`config.mk`:
```
export PLATFORM = sky130hd
export DESIGN_NAME = execute
export DESIGN_NICKNAME = d
export VERILOG_FILES = /design/src/rtl/riscv_pkg.sv /design/src/rtl/alu.sv /design/src/rtl/execute.sv
export SDC_FILE = /design/constraint.sdc
export NUM_CORES = 1
export LEC_CHECK = 0
export CORE_ASPECT_RATIO = 1.1
export CORE_MARGIN = 2
export CORE_UTILIZATION = 45
export DETAILED_ROUTE_END_ITERATION = 12
export GPL_TIMING_DRIVEN = 0
export PLACE_DENSITY = 0.7
export REMOVE_ABC_BUFFERS = 1
export SLEW_MARGIN = 30
export SYNTH_ARGS = -nofsm -noshare
export SYNTH_HDL_FRONTEND = slang
export SYNTH_SLANG_ARGS = --single-unit
export TNS_END_PERCENT = 1
```
`constraint.sdc`:
```
create_clock -name clk -period 1.6 [get_ports clk]
set_input_delay 0.24 -clock clk [delete_from_list [all_inputs] [get_ports clk]]
set_output_delay 0.24 -clock clk [all_outputs]
set_load 0.01 [all_outputs]
```
`src/rtl/riscv_pkg.sv`:
```
// Shared definitions for the RV32I-lite pipeline: datapath width and ALU opcodes.
package riscv_pkg;

  localparam int XLEN = 32;

  typedef enum logic [3:0] {
    ALU_AND  = 4'b0000,
    ALU_ADD  = 4'b0001,
    ALU_SUB  = 4'b0010,
    ALU_OR   = 4'b0011,
    ALU_XOR  = 4'b0100,
    ALU_SLL  = 4'b0101,
    ALU_SRL  = 4'b0110,
    ALU_SRA  = 4'b0111,
    ALU_SLT  = 4'b1000,
    ALU_SLTU = 4'b1001,
    ALU_EQ   = 4'b1010,
    ALU_LE   = 4'b1011,
    ALU_NE   = 4'b1100,
    ALU_GE   = 4'b1101,
    ALU_GEU  = 4'b1110,
    ALU_LUI  = 4'b1111
  } alu_op_t;

endpackage

```
`src/rtl/alu.sv`:
```
// Combinational N-bit ALU for the EX stage; compare ops yield 0/1 zero-extended.
module alu
  import riscv_pkg::*;
#(
  parameter int N = XLEN
) (
  input  logic [N-1:0] a,
  input  logic [N-1:0] b,
  input  logic [3:0]   op,
  output logic [N-1:0] res
);

  localparam int SHW = $clog2(N);

  alu_op_t               op_e;
  logic signed [N-1:0]   a_s;
  logic signed [N-1:0]   b_s;
  logic        [SHW-1:0] shamt;

  assign op_e  = alu_op_t'(op);
  assign a_s   = a;
  assign b_s   = b;
  assign shamt = b[SHW-1:0];

  always_comb begin
    res = '0;
    case (op_e)
      ALU_AND:  res = a & b;
      ALU_ADD:  res = a + b;
      ALU_SUB:  res = a - b;
      ALU_OR:   res = a | b;
      ALU_XOR:  res = a ^ b;
      ALU_SLL:  res = a << shamt;
      ALU_SRL:  res = a >> shamt;
      ALU_SRA:  res = $unsigned(a_s >>> shamt);
      ALU_SLT:  res = {{(N-1){1'b0}}, (a_s < b_s)};
      ALU_SLTU: res = {{(N-1){1'b0}}, (a < b)};
      ALU_EQ:   res = {{(N-1){1'b0}}, (a == b)};
      ALU_LE:   res = {{(N-1){1'b0}}, (a_s <= b_s)};
      ALU_NE:   res = {{(N-1){1'b0}}, (a != b)};
      ALU_GE:   res = {{(N-1){1'b0}}, (a_s >= b_s)};
      ALU_GEU:  res = {{(N-1){1'b0}}, (a >= b)};
      ALU_LUI:  res = b;
      default:  res = '0;
    endcase
  end

endmodule

```
`src/rtl/execute.sv`:
```
// EX stage: operand-2 select, ALU, branch-target adder and the EX/MEM register.
module execute
  import riscv_pkg::*;
#(
  parameter int N = XLEN
) (
  input  logic         clk,
  input  logic         rst,
  input  logic         regEn,
  input  logic [N-1:0] NPCin,
  input  logic [N-1:0] A,
  input  logic [N-1:0] B,
  input  logic [N-1:0] Imm,
  input  logic         muxSel,
  input  logic [3:0]   aluControl,
  output logic [N-1:0] NPCbranch,
  output logic [N-1:0] ALUres,
  output logic [N-1:0] Bout,
  output logic         zero
);

  logic [N-1:0] op2;
  logic [N-1:0] tgt;
  logic [N-1:0] alu_res;

  logic [N-1:0] npc_branch_d, npc_branch_q;
  logic [N-1:0] alu_res_d,    alu_res_q;
  logic [N-1:0] b_d,          b_q;
  logic         zero_d,       zero_q;

  assign op2 = muxSel ? Imm : B;
  // Immediate is in halfword units; the carry out of the adder is dropped.
  assign tgt = NPCin + (Imm << 1);

  alu #(.N(N)) u_alu (
    .a   (A),
    .b   (op2),
    .op  (aluControl),
    .res (alu_res)
  );

  always_comb begin
    npc_branch_d = npc_branch_q;
    alu_res_d    = alu_res_q;
    b_d          = b_q;
    zero_d       = zero_q;
    if (regEn) begin
      npc_branch_d = tgt;
      alu_res_d    = alu_res;
      b_d          = B;
      zero_d       = (alu_res == '0);
    end
  end

  // EX/MEM boundary
  always_ff @(posedge clk or negedge rst) begin
    if (!rst) begin
      npc_branch_q <= '0;
      alu_res_q    <= '0;
      b_q          <= '0;
      zero_q       <= 1'b0;
    end else begin
      npc_branch_q <= npc_branch_d;
      alu_res_q    <= alu_res_d;
      b_q          <= b_d;
      zero_q       <= zero_d;
    end
  end

  assign NPCbranch = npc_branch_q;
  assign ALUres    = alu_res_q;
  assign Bout      = b_q;
  assign zero      = zero_q;

endmodule

```
# After elaboration in Yosys (flattened, before gate mapping)
# Cells that the tools add are included.
[word_totals]
regBits = 97
output_inout_bits = 97
wordCells = 39
inputBits = 136
[op_classes]
magnitude_cmp = 5
addsub = 3
mux = 2
shifts = 3
n_bitwise = 3
eq_ne = 17
n_reduce_logical = 2
[op_table]
columns = ["cell", "count"]
rows = [
  ["32-bit case mux with 16 select lines", 1],
  ["32-bit adder", 2],
  ["32-bit greater-or-equal comparator", 2],
  ["32-bit less-than comparator", 2],
  ["32-bit bitwise AND", 1],
  ["32-bit == test", 1],
  ["4-bit == test (second input constant)", 8],
  ["32-bit less-or-equal comparator", 1],
  ["32-bit zero test", 1],
  ["32-bit two-way mux", 1],
  ["32-bit != test", 1],
  ["32-bit bitwise OR", 1],
  ["32-bit by 5-bit << shifter with 32-bit output", 1],
  ["32-bit by 5-bit >> shifter with 32-bit output", 1],
  ["32-bit by 5-bit >>> shifter with 32-bit output", 1],
  ["32-bit subtractor", 1],
  ["32-bit bitwise XOR", 1],
  ["4-bit by 3-bit == test with 1-bit output (second input constant)", 4],
  ["4-bit by 2-bit == test with 1-bit output (second input constant)", 2],
  ["4-bit by 1-bit == test with 1-bit output (second input constant)", 1],
  ["4-bit zero test", 1],
]

# Logic depth before layout (Yosys ltp)
[logic_depth]
ltp_word = 4
depth_mapped = 21

# By module
# A second synthesis with hierarchy kept.
[unflattened]
hier_cells = 1908
area_unflattened_um2 = 15127.0
[by_module_without_submodules]
columns = ["module", "seq_area_each_um2", "cells_per_inst", "area_per_inst_um2", "instances"]
rows = [
  ["alu", 0.0, 1386, 9372.7, 1],
  ["execute", 2427.3, 522, 5754.3, 1],
]

# Worst setup path after synthesis
# No wires, ideal clock.
[synth_path]
path_kind = "input port to flip-flop"
from = "input port muxSel"
to = "register zero_q (netlist: zero)"
setup_time_ps = 104
setup_slack_ps = -4071
n_path_buf = 5
required_time_ps = 1496
arrival_time_ps = 5567
stages = 18
path_cell_list = "buf_6 -> buf_1 -> buf_1 -> clkbuf_1 -> mux2i_1 -> ha_1 -> clkbuf_1 -> or4_4 -> nor4_1 -> a21boi_1 -> a211oi_1 -> o31a_1 -> o41ai_2 -> a21oi_1 -> o32a_1 -> or4_1 -> or4b_1 -> o41ai_2"
[synth_via]
elab_chain_cells = 4
word_cells_on_any_way = 18
[synth_rtl]
columns = ["item", "line_no", "rtl"]
rows = [
  ["start, declared", "execute.sv:14", "input logic muxSel,"],
  ["32-bit two-way mux *", "execute.sv:31", "assign op2 = muxSel ? Imm : B;"],
  ["32-bit subtractor, or another cell as far along", "alu.sv:30", "ALU_SUB: res = a - b;"],
  ["32-bit case mux with 16 select lines *", "alu.sv:27", "case (op_e)"],
  ["32-bit zero test *", "execute.sv:51", "zero_d = (alu_res == '0);"],
  ["end signal, assigned", "execute.sv:66", "zero_q <= zero_d;"],
  ["end, declared", "execute.sv:29", "logic zero_d, zero_q;"],
]
# Every way passes the cells marked *; elsewhere a longest branch is shown, timed or not.
# A chain may end at the register's enable or synchronous reset.

# Worst setup path in the final report
# Same ends and word-level chain as after synthesis.

==> flow_metrics.py <==
metrics = {
    "synth": {
        "ys_warn_count": 0,
        "synth_common_cells": "nor2_1, nand2_1, a21oi_1",
        "synth_area_leaders": "dfrtp_1, ha_1, mux4_2, mux2_2, mux2i_1",
        "synth-edff-count": 0,
        "yosysMostFrequentCell": "nor2_1",
        "ys_ff_latch": 97,
        "synthArstFlopShare_pct": 100.0,
        "yosysTopAreaCell": "dfrtp_1",
        "synth_top_area_share_pct": 15.79,
        "postSynthCellCount": 1932,
        "seq_area_frac_synth_pct": 15.79,
        "ys_types": 95,
        "synth.avg_cell_area_sq_um": 7.957,
        "netlist_area_sq_mm": 0.01537,
        "ys.flop_type": "dfrtp_1",
    },
    "floorplanning": {
        "fp-row-count": 71,
        "dieArea_sq_mm": 0.03566,
        "die_w_microns": 180.2,
        "io_pins": 233,
        "fp.dieH_microns": 197.9,
        "fp.coreArea_sq_mm": 0.03394,
        "start_util_pct": 45.30,
    },
    "layout": {
        "final_util_pct": 60.73,
        "antenna-diode-count": 0,
        "syn_to_final_growth_pct": 34.04,
        "layout-drive-gt1-share_pct": 22.42,
        "nFillCells": 2954,
        "instances_no_fill": 2579,
        "nNetsFinal": 2404,
    },
    "detailed_routing": {
        "vias": 17950,
        "dr.pass1.iters": 8,
        "viasPerCell": 6.959,
        "drtAntennaViolNets": 0,
        "drt-total-wl_microns": 70520,
        "wire_per_inst_microns": 27.34,
        "drc": 0,
        "first_iter_violations": 2328,
    },
    "sta": {
        "min_period_over_period_pct": 275.0,
        "period_needed_ns": 4.400,
        "fmax_ghz": 0.2273,
        "hold_viol_final": 0,
        "max-slew-margin-rel_pct": 27.66,
        "clock_skew_ns": 0,
        "slew_viol_final": 0,
        "tightest_slew_ns": 1.085,
        "setup_violations": 59,
        "rsz0062_at_grt": "yes",
        "fin_ws_ns": -2.800,
    },
    "min_path": {
        "hold_path.class": "input port to register",
        "min_from": "B[14]",
        "whs_path_depth": 2,
        "hold_end": "Bout[14]",
    },
    "power_and_ir_drop": {
        "p_per_area_mw_per_mm2": 687.5,
        "p_leak_nw": 8.348,
        "ir_drop_mv": 0.5531,
    },
    "place": {
        "portBuffers": 232,
        "dp_hpwl_microns": 51810,
        "post-place-cells": 2497,
        "gp_congestion": 1.041,
    },
    "grt": {
        "grt_pass1_wl_microns": 105300,
        "grt_max_degree": 74,
        "antenna_found_initial": 0,
        "grt_busiest_layer": "met2",
        "grtUsageMet1_pct": 48.58,
        "grt.total_usage_pct": 37.99,
        "grtUsageMet3_pct": 8.608,
        "grt_pass1_vias": 17300,
        "grt-ovfl-total": 0,
        "met2_usage_pct": 59.47,
    },
    "job": {
        "drv_cap": 0,
    },
    "clocking": {
        "clkLatencyLatePin_ns": 0.37,
        "clkTransAtPathRegs_ns": 0.07,
        "cts_max_level": 3,
        "cts.sinks": 97,
        "cts_tree": "yes",
        "cts-root-buf": "clkbuf_16",
        "clockBufferDepth": 2,
        "numCtsBuffers": 9,
    },
    "setup_path": {
        "r2r_cells": 2,
        "r2r-start": "NPCbranch[30]",
        "worstPathArrival_ns": 4.68,
        "critPathMaxFanout": 5,
        "r2r_slack_ns": 0.69,
        "crit_required_ns": 1.88,
        "path_class": "input port to register",
        "reg2reg_to": "NPCbranch[30]",
        "cp-start-kind": "input port",
        "worst_path_max_delay_cell": "or4_4",
        "endpoint_kind": "register",
        "slowest_delay_ns": 0.54,
        "path_cells": "buf_16 -> buf_16 -> buf_12 -> mux2i_4 -> ha_4 -> or4_4 -> nor4_4 -> a21boi_4 -> a211oi_4 -> o31a_1 -> o41ai_2 -> a21oi_1 -> o32a_1 -> or4_4 -> or4b_4 -> o41ai_2",
    },
    "outcome": {
        "violations": "setup timing",
        "outcome": "finished, violations left",
    },
}
==> layout make-up <==
type	instances	area, sq um	share of cell area (%)
multi-input cells	1594	13450	65.27
repair buffers	324	3362	16.31
flip-flops and latches	97	2427	11.78
well taps	438	548.0	2.659
inverters	108	467.9	2.271
clock buffers	10	239.0	1.160
clock inverters	5	86.33	0.4189
repair inverters	3	26.28	0.1275
==> report_power, final <==
| group | switching, mW | internal, mW |
|---|---|---|
| clock | 1.08 | 1.42 |
| sequential | 0.230 | 2.88 |
| combinational | 4.79 | 3.77 |
==> worst max path at each step <==
stage                       from  endpoint  slack, ns  depth (start not counted)
after floorplan           muxSel      zero      -5.18                         14
after global placement    muxSel      zero     -10.27                         12
after detailed placement  Imm[0]      zero      -4.77                         18
after CTS                   B[2]      zero      -2.78                         12
after global routing      muxSel      zero      -2.90                         16
final                     muxSel      zero      -2.80                         16
==> cell usage in the layout, fill, tap and decap left out, types with 15 or more instances in the layout <==
| cell type | synthesis | final |
|---|---|---|
| clkdlybuf4s50_1 | 0 | 173 |
| nand2_1 | 172 | 169 |
| nor2_1 | 180 | 169 |
| a21oi_1 | 144 | 128 |
| ha_1 | 128 | 102 |
| inv_1 | 103 | 101 |
| dfrtp_1 | 97 | 97 |
| mux2_2 | 83 | 83 |
| o21ai_0 | 92 | 82 |
| buf_4 | 5 | 54 |
| mux4_2 | 52 | 53 |
| nor3_1 | 54 | 52 |
| mux2i_1 | 87 | 50 |
| nand3_1 | 37 | 35 |
| a21o_1 | 34 | 34 |
| a31oi_1 | 39 | 32 |
| o22ai_1 | 31 | 29 |
| mux2i_4 | 1 | 27 |
| xnor2_1 | 26 | 26 |
| dlygate4sd2_1 | 0 | 26 |
| o211ai_1 | 23 | 23 |
| nand2b_1 | 19 | 19 |
| nor2b_1 | 19 | 16 |
| ha_4 | 0 | 16 |
| a211oi_1 | 22 | 15 |
| dlymetal6s2s_1 | 0 | 15 |
==> timing repair <==
action	4_1_cts	5_1_grt
setup endpoints to repair	62	62
hold buffers	1	0
resized for setup	271	110
buffers inserted	36	25
hold endpoints to repair	55	0
pin swaps	35	34
cloned	5	0
==> cells by family after synthesis <==
family                     synth area share, %
muxes                                    19.86
DFF                                      15.79
xor gates and xnor gates                 2.051
AOI/OAI and AO/OA                        26.35
adders and majority gates                10.87
and+or+nand+nor                          18.75
buffers and inverters                    6.324
==> state kept, by name, indices dropped and copies added, names as in the netlist <==
| register | cells |
|---|---|
| ALUres | 32 |
| Bout | 32 |
| NPCbranch | 32 |
| zero | 1 |
==> per-layer routing <==
| layer | wire [microns] | up-vias |
|---|---|---|
| met4 | 4495 | 0 |
| met2 | 30920 | 1294 |
| met3 | 8007 | 295 |
| li1 | - | 7734 |
| met1 | 27090 | 8624 |
| met5 | 0 | - |
==> worst max-delay path: cells and delay by family <==
family                     cells  cell delay [ns]
AOI/OAI and AO/OA              7             1.62
adders and majority gates      1             0.27
buffers and inverters          3             0.35
muxes                          1             0.34
and+or+nand+nor                4             1.83
==> stage by stage <==
stage	TNS [ns]	cell area [sq um]	setup WS, ns	hold slack, ns	power (mW)
2_1_floorplan	-149.00	14810	-5.183	-0.05559	7.233
4_1_cts	-81.72	19890	-2.778	0.2288	13.60
3_3_place_gp	-831.51	17680	-10.27	0.4669	10.24
3_5_place_dp	-154.48	18170	-4.773	0.2479	10.38
6_report	-79.81	20610	-2.800	0.2125	14.17
5_1_grt	-85.11	20610	-2.895	0.2206	14.77
No activity file was read; power rests on OpenSTA's default activity.
==> patch 1 (same settings) <==
Remove the case item `ALU_SUB` of the case on `op_e`.
--- a/src/rtl/alu.sv
+++ b/src/rtl/alu.sv
@@ -28,5 +28,4 @@
       ALU_AND:  res = a & b;
       ALU_ADD:  res = a + b;
-      ALU_SUB:  res = a - b;
       ALU_OR:   res = a | b;
       ALU_XOR:  res = a ^ b;
Function: changed (a bounded check fails within 4 cycles, from zero or initial values and one cycle with rst low).
==> patch 1 against the original RTL <==
  * The flow still finishes with violations (setup timing)
  * Critical path depth fell by 1
  * Sequential cell count did not move
  * Routed wire length fell by 5.4%
  * Combinational power down 11%
  * Core utilization increased by 1.9 points
  * Sequential power down 2%
  * Maximum frequency grew 4.2%
  * Design area decreased by 7.1%
  * Synthesized area decreased by 8.6%
  * Power down 8.2%
  * Setup slack better by 0.18 ns
  * Highest routed layer unchanged
==> patch 1: results (changes against the original RTL) <==
- DR WL met3: 6.749 mm (-16%)
- Status: finished, violations left
- Detailed Route WL: 66.75 mm (-5.4%)
- Crit path DAT: 4.50 ns (-0.18 ns)
- Worst-path fanout max: 13 (+8)
- Iteration-0 DRC Markers: 1665 (-28%)
- Multi-input gate area: 0.01210 mm2 (-10%)
- Synth top area cells: dfrtp_1 (17%), ha_1 (13%), mux4_2 (7.4%)
- Routed metal-1 wire length: 25.83 mm (-4.7%)
- Via count of the first global-routing pass: 15560 (-10%)
- First-pass GRT wire length: 99.20 mm (-5.8%)
- Initial Util: 0.4594 (+0.006347)
- Synth Area in Compound Gates: 0.2540 (-0.009569)
- Met3 usage: 0.09398 (+0.007899)
- Largest net degree at the start of global routing: 66 (-11%)
- Distinct cells, synth: 86 (-9.5%)
- Setup TNS: -68.97 ns (+10.83 ns)
- Slack of the critical path: -2.623 ns (+0.1773 ns)
- Post-DP HPWL: 48.75 mm (-5.9%)
- Filler cell count: 2630 (-11%)
- Main synth FF type: dfrtp_1
- Met2 Use GR: 0.6330 (+0.03828)
- Placed inst area: 0.01689 mm2 (-7.1%)
- Mux share of post-synthesis cell area: 0.1973 (-0.001326)
- Yosys top cell area share: 0.1727 (+0.01480)
- Clk slew on worst S/H paths: 0.08 ns
- Seq/Total Area, Yosys: 0.1727 (+0.01480)
- Leakage: 0.007921 uW (-5.1%)
- Maximum vdd drop: 0.0005311 V (-4.0%)
- Via density: 6.751 (-3.0%)
- Met1 usage: 0.4978 (+0.01197)
- Final #Nets: 2195 (-8.7%)
- Synth Area in Adders: 0.1346 (+0.02586)
- Synth Area in XOR/XNOR: 0.02306 (+0.002546)
- Slew headroom: 0.2963 (+0.01978)
- Total track usage: 0.3996 (+0.01966)
- Failing checks: setup timing
- Pre-Repair DR Iteration Count: 7 (-1)
- Internal cell power: 7364 uW (-8.7%)
- Synth cell count leaders: ha_1 (148), nor2_1 (144), nand2_1 (133)
- Place WS: -5.293 ns (-0.5198 ns)
- GP Congestion: 1.028 (-1.2%)
- Setup Viol. Count Final: 58 (-1.7%)
- Met2 wire len: 29.60 mm (-4.3%)
- ANT cells: 0 (unchanged)
## patch 1: changes by cell type after synthesis, sizes merged, moves of 10 or more
| cell | delta |
|---|---|
| nand2 | -39 |
| nor2 | -36 |
| clkbuf | -26 |
| a211oi | +24 |
| a21oi | -23 |
| a31oi | -23 |
| o21ai | -22 |
| ha | +20 |
| nand3 | -18 |
| nor3 | -14 |
| inv | -12 |
| o21bai | +10 |
## patch 1: final timing paths
path                                     from             to  slack, ns  cells past startpoint
worst max-delay path                   muxSel           zero      -2.62                     15
worst min-delay path                     B[0]        Bout[0]       0.33                      2
worst max register to register  NPCbranch[21]  NPCbranch[21]       0.81                      1
worst min register to register  NPCbranch[11]  NPCbranch[11]       0.48                      1
max in group asynchronous                 rst     ALUres[12]       0.59                      3
min in group asynchronous                 rst  NPCbranch[23]       0.37                      2
## patch 1: kinds of logic after synthesis
kind of cell / Yosys count
AND/OR/NAND/NOR: 464
buffers and inverters: 205
multiplexers: 205
XOR/XNOR: 37
adder cells (fa/ha/maj): 150
AO/OA/AOI/OAI: 517
flip-flops: 97
## patch 1: final cells by class
class                           count  share of cell area
Multi-Input combinational cell   1374              0.6318
Timing Repair Buffer              326              0.1752
Sequential cell                    97              0.1267
Tap cell                          414             0.02705
Inverter                           97             0.02261
Clock buffer                       10             0.01248
Clock inverter                      5            0.002352
Timing Repair inverter              4            0.001764
## patch 1: through the flow
step | instances | util | power (uW) | hold WS (ns)
after global placement | 2213 | 0.5366 | 9321 | 0.4644
after floorplan | 1567 | - | 6541 | -0.05559
after CTS | 2321 | 0.6103 | 12550 | 0.3130
after detailed placement | 2243 | 0.5519 | 9466 | 0.2057
final | 2327 | 0.6259 | 13010 | 0.3258
after global routing | 2327 | 0.6259 | 13540 | 0.3248
## patch 1: power by group through the flow
stage               combinational [uW]  sequential (uW)  clock (uW)
finish                            7650             3040        2310
global route                      8010             3090        2430
CTS                               7160             3040        2350
detailed placement                6380             3090           0
global placement                  6260             3060           0
floorplan                         3280             3260           0
## patch 1: repair_timing
| item | 4_1_cts | 5_1_grt |
|---|---|---|
| buffers inserted | 55 | 6 |
| resized for setup | 255 | 91 |
| endpoints found under the hold margin | 46 | 0 |
| hold buffers | 1 | 0 |
| endpoints found under the setup margin | 60 | 61 |
| pin swaps | 62 | 42 |
| gates cloned | 7 | 0 |
## patch 1: worst max-delay path, stage by stage
cell and delay, ns:
buf_16 0.10, buf_12 0.14, mux2i_4 0.34, buf_12 0.19, buf_4 0.13, buf_8 0.17
mux4_2 0.57, mux2i_1 0.51, o22ai_1 0.21, o22a_1 0.32, nor4_4 0.31, and4_4 0.33
nand4_1 0.12, or4_4 0.58, o41ai_4 0.21
==> patch 2 (same settings) <==
Without the edit above. The package constant `XLEN` goes from 32 to 16.
--- a/src/rtl/riscv_pkg.sv
+++ b/src/rtl/riscv_pkg.sv
@@ -2,5 +2,5 @@
 package riscv_pkg;
 
-  localparam int XLEN = 32;
+  localparam int XLEN = 16;
 
   typedef enum logic [3:0] {
Interface: changed (7 resized); port bits go from 233 to 121. No check against the original RTL was run, so the function may have changed too.
==> patch 2 against the original RTL <==
  * First-iteration DRC count down 61%
  * Critical path type unchanged
  * Sequential cell count down 48
  * Non-clock buffer count down 150
  * Setup slack better by 1.3 ns
  * Sequential share of layout area up 1.1 points
  * Design area down 54%
  * The flow still finishes with violations (setup timing)
  * Synthesized area down 55%
  * Critical endpoint unchanged
  * Power down 54%
  * Routed wire length down 63%
==> patch 2: results (changes against the original RTL) <==
- Via count of the first global-routing pass: 7448 (-57%)
- Status: finished, violations left
- Met2 wire len: 11.89 mm (-62%)
- Inverters: 58 (-48%)
- # Post-CTS Setup Buffers: 42 (+17%)
- Mapped Cells: 878 (-55%)
- R2R Setup Slk: 0.83 ns (+0.14 ns)
- Layout cells sized above 1: 0.2403 (+0.01608)
- Pre-Repair DR Iteration Count: 5 (-3)
- Power Total: 6546 uW (-54%)
- Hold path start: B[5]
- Post-DP HPWL: 18.11 mm (-65%)
- Met2 Use GR: 0.5056 (-0.08916)
- Setup Viol. Count Final: 28 (-53%)
- Crit path DAT: 3.32 ns (-1.36 ns)
- Reg2reg end: Bout[3]
- Register area: 0.001226 mm2 (-49%)
- Synth cell count leaders: nand2_1 (94), a21oi_1 (68), nor2_1 (66)
- Total track usage: 0.3174 (-0.06254)
- Largest net degree at the start of global routing: 50 (-32%)
- DR WL met3: 2.410 mm (-70%)
- Port Buffer Count: 120 (-48%)
- Iteration-0 DRC Markers: 908 (-61%)
- Filler cell count: 1328 (-55%)
- Setup TNS: -25.96 ns (+53.84 ns)
- Number of multi-input logic gates: 714 (-55%)
- Routed metal-1 wire length: 10.57 mm (-61%)
- First-pass GRT wire length: 40.89 mm (-61%)
- Met1 usage: 0.4247 (-0.06119)
- Place WS: -3.559 ns (+1.214 ns)
- CTS Buf Count: 5 (-4)
- Slack of the critical path: -1.539 ns (+1.261 ns)
- Multi-input gate area: 0.005887 mm2 (-56%)
- H-Tree Depth: 2 (-1)
- Comb pwr: 3630 uW (-58%)
- Finished Layout Cells: 1199 (-54%)
- Final #Nets: 1141 (-53%)
- Synth top area cells: dfrtp_1 (18%), ha_1 (12%), mux2i_1 (6.6%)
- Detailed Route WL: 25.86 mm (-63%)
- Met3 usage: 0.04974 (-0.03633)
- Part of the power in the clock network: 0.208 (+0.032)
- CTS Sinks: 49 (-49%)
- WHS Endpoint: Bout[5]
- Distinct cells, synth: 84 (-12%)
- Sw Pwr: 2491 uW (-59%)
- Leakage: 0.003906 uW (-53%)
- Die ar.: 0.01646 mm2 (-54%)
- Failing checks: setup timing
- GP Congestion: 0.9747 (-6.4%)
- Maximum vdd drop: 0.0009348 V (+69%)
- Placed inst area: 0.008245 mm2 (-55%)
- Signal buffers: 174 (-46%)
- Register-to-Register Path Depth: 1 (-1)
patch 2: cell count changes after synthesis, moves of 48 or more:
cell,before,now
clkbuf_1,98,31
nor2_1,180,66
nand2_1,172,94
mux4_2,52,4
ha_1,128,64
a21oi_1,144,68
o21ai_0,92,38
dfrtp_1,97,49
inv_1,103,52
patch 2: cells by family after synthesis:
logic type / synth area share
AND/OR/NAND/NOR: 0.1791
AO/OA/AOI/OAI: 0.2548
buffers and inverters: 0.07252
adder cells (fa/ha/maj): 0.1238
multiplexers: 0.1645
XOR/XNOR: 0.02897
flip-flops: 0.1764
patch 2: worst max-delay path by stage:
stage | from | to | slack, ns | depth (start not counted)
finish | Imm[4] | zero | -1.54 | 12
floorplan | muxSel | zero | -2.41 | 12
global route | aluControl[0] | zero | -1.66 | 10
detailed placement | muxSel | zero | -3.56 | 15
global placement | muxSel | zero | -5.49 | 13
CTS | muxSel | zero | -1.50 | 13
